===== src/rtl/dram_arbiter_if.sv =====
// Bus bundle between the EXE/MEM load/store path, the DMA/debug port and the data RAM macro.
// The arbiter connects through the slave modport; the surrounding pipeline/RAM side uses master.
interface dram_arbiter_if;
  logic        cpu_req;
  logic [31:0] cpu_addr;
  logic [31:0] cpu_wdata;
  logic [3:0]  cpu_wen;
  logic        cpu_grant;
  logic        cpu_rvalid;
  logic [31:0] cpu_rdata;

  logic        dma_req;
  logic [31:0] dma_addr;
  logic [31:0] dma_wdata;
  logic [3:0]  dma_wen;
  logic        dma_grant;
  logic        dma_rvalid;
  logic [31:0] dma_rdata;

  logic        ram_en;
  logic [31:0] ram_addr;
  logic [31:0] ram_wdata;
  logic [3:0]  ram_wen;
  logic [31:0] ram_rdata;

  modport slave (
    input  cpu_req, cpu_addr, cpu_wdata, cpu_wen,
    input  dma_req, dma_addr, dma_wdata, dma_wen,
    input  ram_rdata,
    output cpu_grant, cpu_rvalid, cpu_rdata,
    output dma_grant, dma_rvalid, dma_rdata,
    output ram_en, ram_addr, ram_wdata, ram_wen
  );

  modport master (
    output cpu_req, cpu_addr, cpu_wdata, cpu_wen,
    output dma_req, dma_addr, dma_wdata, dma_wen,
    output ram_rdata,
    input  cpu_grant, cpu_rvalid, cpu_rdata,
    input  dma_grant, dma_rvalid, dma_rdata,
    input  ram_en, ram_addr, ram_wdata, ram_wen
  );
endinterface


===== src/rtl/dram_arbiter.sv =====
// Data RAM arbiter: CPU priority with a starvation-forced DMA slot after STARVE_LIMIT denials.
// Optional macro DRAM_ARB_PERF_EN adds conflict / CPU-stall performance counters.
module dram_arbiter #(
  parameter int STARVE_LIMIT = 4
) (
  input  logic               clk,
  input  logic               resetn,
  dram_arbiter_if.slave      bus
`ifdef DRAM_ARB_PERF_EN
  ,
  output logic [31:0]        perf_conflict_cnt,
  output logic [31:0]        perf_cpu_stall_cnt
`endif
);

  localparam logic [0:0] ARB_CPU       = 1'b0;
  localparam logic [0:0] ARB_DMA_FORCE = 1'b1;
  localparam logic [3:0] LIMIT         = 4'(STARVE_LIMIT);

  logic [0:0] state, state_next;
  logic [3:0] starve_cnt, starve_next;
  logic       rd_pending, rd_owner_dma;
  logic       cpu_grant, dma_grant;
  logic       ram_en;
  logic [31:0] ram_addr, ram_wdata;
  logic [3:0]  ram_wen;

  // Grants are gated by reset so they drop the instant reset is asserted.
  always_comb begin
    // NOTE: every combinational output gets a default first, so no path can infer a latch.
    cpu_grant = 1'b0;
    dma_grant = 1'b0;
    if (resetn) begin
      if (state == ARB_CPU) begin
        cpu_grant = bus.cpu_req;
        dma_grant = bus.dma_req & ~bus.cpu_req;
      end else begin
        dma_grant = bus.dma_req;
      end
    end
  end

  always_comb begin
    ram_en    = cpu_grant | dma_grant;
    ram_addr  = '0;
    ram_wdata = '0;
    ram_wen   = '0;
    if (cpu_grant) begin
      ram_addr  = bus.cpu_addr;
      ram_wdata = bus.cpu_wdata;
      ram_wen   = bus.cpu_wen;
    end else if (dma_grant) begin
      ram_addr  = bus.dma_addr;
      ram_wdata = bus.dma_wdata;
      ram_wen   = bus.dma_wen;
    end
  end

  always_comb begin
    starve_next = '0;
    if (bus.dma_req && !dma_grant)
      starve_next = (starve_cnt >= LIMIT) ? LIMIT : starve_cnt + 4'd1;
    // The forced slot lasts one cycle and then unconditionally hands back to the CPU.
    state_next = ARB_CPU;
    if (state == ARB_CPU && starve_next == LIMIT)
      state_next = ARB_DMA_FORCE;
  end

  always_ff @(posedge clk or negedge resetn) begin
    if (!resetn) begin
      state        <= ARB_CPU;
      starve_cnt   <= '0;
      rd_pending   <= 1'b0;
      rd_owner_dma <= 1'b0;
    end else begin
      // NOTE: sequential state uses non-blocking assignments so every flop samples pre-edge values.
      state        <= state_next;
      starve_cnt   <= starve_next;
      rd_pending   <= ram_en && (ram_wen == 4'b0000);
      rd_owner_dma <= dma_grant;
    end
  end

`ifdef DRAM_ARB_PERF_EN
  always_ff @(posedge clk or negedge resetn) begin
    if (!resetn) begin
      perf_conflict_cnt  <= '0;
      perf_cpu_stall_cnt <= '0;
    end else begin
      if (bus.cpu_req && bus.dma_req)
        perf_conflict_cnt <= perf_conflict_cnt + 32'd1;
      if (bus.cpu_req && !cpu_grant)
        perf_cpu_stall_cnt <= perf_cpu_stall_cnt + 32'd1;
    end
  end
`endif

  assign bus.cpu_grant  = cpu_grant;
  assign bus.dma_grant  = dma_grant;
  assign bus.ram_en     = ram_en;
  assign bus.ram_addr   = ram_addr;
  assign bus.ram_wdata  = ram_wdata;
  assign bus.ram_wen    = ram_wen;
  assign bus.cpu_rvalid = rd_pending & ~rd_owner_dma;
  assign bus.dma_rvalid = rd_pending &  rd_owner_dma;
  assign bus.cpu_rdata  = bus.ram_rdata;
  assign bus.dma_rdata  = bus.ram_rdata;

  one_grant: assert property (@(posedge clk) disable iff (!resetn) !(cpu_grant && dma_grant));

endmodule

===== src/flat_wrapper.sv =====
// flat-port wrapper written by rule: the top's interface ports become plain ports
module dram_arbiter_flat 
#(
  parameter int STARVE_LIMIT = 4
)
  (clk, resetn, bus_cpu_req, bus_cpu_addr, bus_cpu_wdata, bus_cpu_wen, bus_dma_req, bus_dma_addr, bus_dma_wdata, bus_dma_wen, bus_ram_rdata, bus_cpu_grant, bus_cpu_rvalid, bus_cpu_rdata, bus_dma_grant, bus_dma_rvalid, bus_dma_rdata, bus_ram_en, bus_ram_addr, bus_ram_wdata, bus_ram_wen);
  dram_arbiter_if bus_i ();
  input  logic clk;
  input  logic resetn;
  input wire logic [$bits(bus_i.cpu_req)-1:0] bus_cpu_req;
  input wire logic [$bits(bus_i.cpu_addr)-1:0] bus_cpu_addr;
  input wire logic [$bits(bus_i.cpu_wdata)-1:0] bus_cpu_wdata;
  input wire logic [$bits(bus_i.cpu_wen)-1:0] bus_cpu_wen;
  input wire logic [$bits(bus_i.dma_req)-1:0] bus_dma_req;
  input wire logic [$bits(bus_i.dma_addr)-1:0] bus_dma_addr;
  input wire logic [$bits(bus_i.dma_wdata)-1:0] bus_dma_wdata;
  input wire logic [$bits(bus_i.dma_wen)-1:0] bus_dma_wen;
  input wire logic [$bits(bus_i.ram_rdata)-1:0] bus_ram_rdata;
  output wire logic [$bits(bus_i.cpu_grant)-1:0] bus_cpu_grant;
  output wire logic [$bits(bus_i.cpu_rvalid)-1:0] bus_cpu_rvalid;
  output wire logic [$bits(bus_i.cpu_rdata)-1:0] bus_cpu_rdata;
  output wire logic [$bits(bus_i.dma_grant)-1:0] bus_dma_grant;
  output wire logic [$bits(bus_i.dma_rvalid)-1:0] bus_dma_rvalid;
  output wire logic [$bits(bus_i.dma_rdata)-1:0] bus_dma_rdata;
  output wire logic [$bits(bus_i.ram_en)-1:0] bus_ram_en;
  output wire logic [$bits(bus_i.ram_addr)-1:0] bus_ram_addr;
  output wire logic [$bits(bus_i.ram_wdata)-1:0] bus_ram_wdata;
  output wire logic [$bits(bus_i.ram_wen)-1:0] bus_ram_wen;
  assign bus_i.cpu_req = bus_cpu_req;
  assign bus_i.cpu_addr = bus_cpu_addr;
  assign bus_i.cpu_wdata = bus_cpu_wdata;
  assign bus_i.cpu_wen = bus_cpu_wen;
  assign bus_i.dma_req = bus_dma_req;
  assign bus_i.dma_addr = bus_dma_addr;
  assign bus_i.dma_wdata = bus_dma_wdata;
  assign bus_i.dma_wen = bus_dma_wen;
  assign bus_i.ram_rdata = bus_ram_rdata;
  assign bus_cpu_grant = bus_i.cpu_grant;
  assign bus_cpu_rvalid = bus_i.cpu_rvalid;
  assign bus_cpu_rdata = bus_i.cpu_rdata;
  assign bus_dma_grant = bus_i.dma_grant;
  assign bus_dma_rvalid = bus_i.dma_rvalid;
  assign bus_dma_rdata = bus_i.dma_rdata;
  assign bus_ram_en = bus_i.ram_en;
  assign bus_ram_addr = bus_i.ram_addr;
  assign bus_ram_wdata = bus_i.ram_wdata;
  assign bus_ram_wen = bus_i.ram_wen;
  dram_arbiter #(.STARVE_LIMIT(STARVE_LIMIT)) u_core (.clk(clk), .resetn(resetn), .bus(bus_i));
endmodule

===== config.mk =====
export PLATFORM = sky130hd
export DESIGN_NAME = dram_arbiter_flat
export DESIGN_NICKNAME = d
export VERILOG_FILES = /design/src/rtl/dram_arbiter_if.sv /design/src/rtl/dram_arbiter.sv /design/src/flat_wrapper.sv
export SDC_FILE = /design/constraint.sdc
export NUM_CORES = 1
export LEC_CHECK = 0
export CORE_AREA = 8 8 114 116
export CTS_BUF_LIST = sky130_fd_sc_hd__clkbuf_16
export DETAILED_ROUTE_END_ITERATION = 10
export DIE_AREA = 0 0 122 124
export GPL_TIMING_DRIVEN = 0
export PLACE_DENSITY = 0.63
export SYNTH_ARGS = -nofsm -noshare
export SYNTH_HDL_FRONTEND = slang
export SYNTH_SLANG_ARGS = --single-unit

===== constraint.sdc =====
create_clock -name clk -period 4.6 [get_ports clk]
set_clock_uncertainty 0.1 [all_clocks]
set_input_delay 0.46 -clock clk [delete_from_list [all_inputs] [get_ports clk]]
set_output_delay 0.46 -clock clk [all_outputs]
set_load 0.03 [all_outputs]

# Word-level counts from Yosys, hierarchy flattened
# Index checks and enable logic that the tools add are counted.
# totals
ff_bits	7
input_bits	172
output_inout_bits	137
elab_cells	32
# classes
add_sub_neg	1
magnitude_cmp	1
eq_ne	1
muxes	13
bitwise	7
n_reduce_logical	5
# op_table
operator	n
$mux W32	4
$mux W4	4
$mux W1	5
$add A4 B1 Y4 const B	1
$eq A4 B3 Y1 const B	1
$ge A4 B3 Y1 const B	1
$logic_not A4 Y1	1
$and A1 B1 Y1	3
$logic_and A1 B1 Y1	3
$not A1 Y1	3
$logic_not A1 Y1	1
$or A1 B1 Y1	1

# Longest topological paths before layout
# logic_depth
depth_word	10
ltp_mapped	6
depth_no_buf	3

# Least setup slack after synthesis
# No wires, ideal clock.
# synth_path
path_type	in2out
startpoint	in bus_dma_req
endpoint	out bus_ram_wdata[23]
arrival_time_ns	1.544
t_required_ns	4.040
setup_slack_ns	2.496
stages	4
path_buffers	2
path_cell_list	clkbuf_1 > and3_4 > buf_2 > a22o_1
# synth_between
elab_chain_len	5
# synth_lines
item	line_no	source
start, declared	flat_wrapper.sv:14	input wire logic [$bits(bus_i.dma_req)-1:0] bus_dma_req;
$and A1 B1 Y1	dram_arbiter.sv:36	dma_grant = bus.dma_req & ~bus.cpu_req;
$mux W1 (*)	dram_arbiter.sv:34	if (state == ARB_CPU) begin
$mux W1 (*)	dram_arbiter.sv:33	if (resetn) begin
net bus_dma_grant	flat_wrapper.sv:22	output wire logic [$bits(bus_i.dma_grant)-1:0] bus_dma_grant;
$mux W32 (*)	dram_arbiter.sv:52	end else if (dma_grant) begin
$mux W32 (*)	dram_arbiter.sv:48	if (cpu_grant) begin
end, declared	flat_wrapper.sv:27	output wire logic [$bits(bus_i.ram_wdata)-1:0] bus_ram_wdata;
# Mark *: on every way through the listed nets, which the timed path passes. The rest lies on a longest branch.

# Final worst setup path
# layout_path
startpoint	in resetn
endpoint	out bus_ram_addr[23]
# layout_between
elab_chain_len	3
elab_cells_between_ends	4
cone_classes	4 x mux
# layout_lines
item	line_no	source
start, declared	flat_wrapper.sv:9	input logic resetn;
$mux W1	dram_arbiter.sv:33	
$mux W32	dram_arbiter.sv:52	
$mux W32 (*)	dram_arbiter.sv:48	
end, declared	flat_wrapper.sv:26	output wire logic [$bits(bus_i.ram_addr)-1:0] bus_ram_addr;
# Mark *: on every way between the ends. The rest lies on a longest branch, timed or not.

==> flow_summary.ini <==
[synthesis]
synthMuxAreaShare_pct = 0
yosysUniqueCellTypes = 27
synth_compound_area_share_pct = 39.4
postSynthAreaPerCell_um2 = 8.48
ys_seq_elements = 7
syn-num-nets = 362
synthXorXnorAreaFrac_pct = 0
synth_top_family_by_area = buffers and inverters
yosysTopAreaCell = a22o_1
syn-cell-area_um2 = 1600
yosysWarnings = 0
syn_inst = 189
ys_seq_area_share_pct = 10.9
yosysTopAreaCellShare_pct = 35.5
synthTopCellsByArea = a22o_1 (36%), buf_4 (30%), dfrtp_1 (11%)
synthAdderAreaFrac_pct = 0.781
yosys.area_share.simple_pct = 8.67

[clocking]
path_clk_slew_ns = 0.03
clock_latency_ns = 0.23
clock-sinks = 7
cts-root-buf = clkbuf_16
cts_tree = done
h-tree-depth = 1
ctsLongestPathBuffers = 2
post_cts_buffers = 0
cts_buffers = 3
cts_hold_buf = 0
cts-resized-gates = 0

[timing]
fin_crit_sh_pct = 75.7
setup_slack_ns = 1.12
fmax_ghz = 0.287
setup_viol = 0
grt_setup_unrepaired = no
drv_slew = 0
final.min_clock_period_ns = 3.48
hold_violations = 0
setup_tns_ns = 0

[die]
dieArea_um2 = 15100
coreArea_um2 = 11200
fp-row-count = 39
boundaryPins = 309
die_w_um = 122
die_y_um = 124
start_util_pct = 14.3

[place]
placed_cells = 607
hpwl_um = 10200
place_area_um2 = 4530
dp_slack_ns = 1.06
gp_congestion = 0.787
portBuffers = 275

[min_path]
hold_end = u_core.state
min_path_type = reg2reg
hold_depth = 1
hold_start = u_core.state

[global_routing]
grt_max_degree = 12
grt_overflow = 0
grt_antenna_before_repair = 0
grt_pass1_wl_um = 14900
grt_pass1_vias = 2658
track_usage_pct = 12.6

[setup_path]
reg2reg_depth = 3
critPathBufInv = 5
critPathLaunchType = primary input
path_class = in2out
crit_family = buffers and inverters
critPathMaxFanout = 10
slowest_stage = clkdlybuf4s50_1
reg2reg_setup_slack_ns = 3.12
crit_chain = clkdlybuf4s50_1 > buf_6 > and3b_1 > buf_2 > clkbuf_1 > a22o_1 > clkdlybuf4s50_1
r2r_end = u_core.state
crit_top_cell = clkdlybuf4s50_1
critPathCaptureType = output port
max_stage_delay_ns = 0.69
cp.arrival_ns = 2.92
r2r-start = u_core.starve_cnt[0]
crit_required_ns = 4.04

[detailed_routing]
drt_pre_antenna_iters = 4
dr.first_iter.drc_count = 46
route.vias.total = 2446
totalWireLength_um = 11200
via_per_inst = 4.00
avgRoutedWirePerCell_um = 18.3
drcViolationCount = 0
ant_nets = 0

[pwr]
p_leak_nw = 1.91
power_density_nw_per_um2 = 164
total_power_mw = 0.754
vdd_drop_max_v = 0.000181

[cells_and_area]
areaGrowthSynthToFinish_pct = 188
final-instance-count-excl-fill = 611
final_cell_mix = clkdlybuf4s50_1 (275), a22o_1 (65), buf_4 (64)
final_area_um2 = 4610
fin_nets = 642
final_layout_size_suffix_gt1_share_pct = 17.9
fill_cells = 1169
diodes = 0
layout_commonest_cell = clkdlybuf4s50_1
multi_input_area_um2 = 787
seq_area_um2 = 175

[job]
maxCapViolCount = 0

[status]
status = completed
## report_power, final
part,leakage (nW),switching [mW],internal [mW]
Clock,0.0423,0.0305,0.113
Combinational,1.78,0.247,0.297
Sequential,0.0923,0.00183,0.0650
## kinds of logic (layout without fill, tap and decap cells)
kind of cell             after synthesis  after routing
adder cells (fa/ha/maj)                1              1
flip-flops                             7              7
other                                  1              1
AO/OA/AOI/OAI                         73             73
AND/OR/NAND/NOR                       24             24
buffers and inverters                 83            362
## state kept, by name, indices dropped and copies added, names as in the netlist
name / count
u_core.starve_cnt: 4
u_core.rd_owner_dma: 1
u_core.rd_pending: 1
u_core.state: 1
## metrics by stage
| stage | hold WS [ns] | util [%] |
|---|---|---|
| floorplan | 0.0644 | - |
| global placement | 0.374 | 40.6 |
| detailed placement | 0.395 | 40.6 |
| CTS | 0.402 | 41.3 |
| global route | 0.428 | 41.3 |
| finish | 0.392 | 41.3 |
## area by class of cell
cell class	instances	share of cell area (%)
buffer	82	13.8
clock buffer	3	1.63
clock inverter	1	0.0814
inverter	1	0.0814
multi-input combinational	99	17.1
sequential	7	3.80
tap	143	3.88
timing repair buffer	275	59.7
## metal layers
metal,GRT usage [%],routed length [um],vias to the layer above
met5,0,0,-
met4,0.463,10,0
met3,5.30,1150,2
met2,26.4,6260,135
met1,11.4,3780,1106
li1,-,-,1203
## worst max-delay path by stage
stage	endpoint	slack, ns	cells past startpoint	startpoint
floorplan	bus_ram_wdata[23]	2.50	4	bus_dma_req
global placement	bus_ram_addr[23]	1.07	7	resetn
detailed placement	bus_ram_addr[19]	1.06	7	resetn
CTS	bus_ram_addr[23]	1.05	7	resetn
global route	bus_ram_addr[23]	0.89	7	resetn
finish	bus_ram_addr[23]	1.12	7	resetn
## cell usage after synthesis, drive strengths merged
cell type and number:
buf 80, a22o 65, dfrtp 7, nand2 6, a21boi 4, nand3 3, nor2 3, nor2b 3
clkbuf 2, a2111oi 1, a32oi 1, and2 1, and3 1, and3b 1, and4 1, and4b 1
conb 1, ha 1, inv 1, nand2b 1, nand3b 1, nand4 1, o21ai 1, o311a 1
or3 1
(Power assumes the default switching activity.)
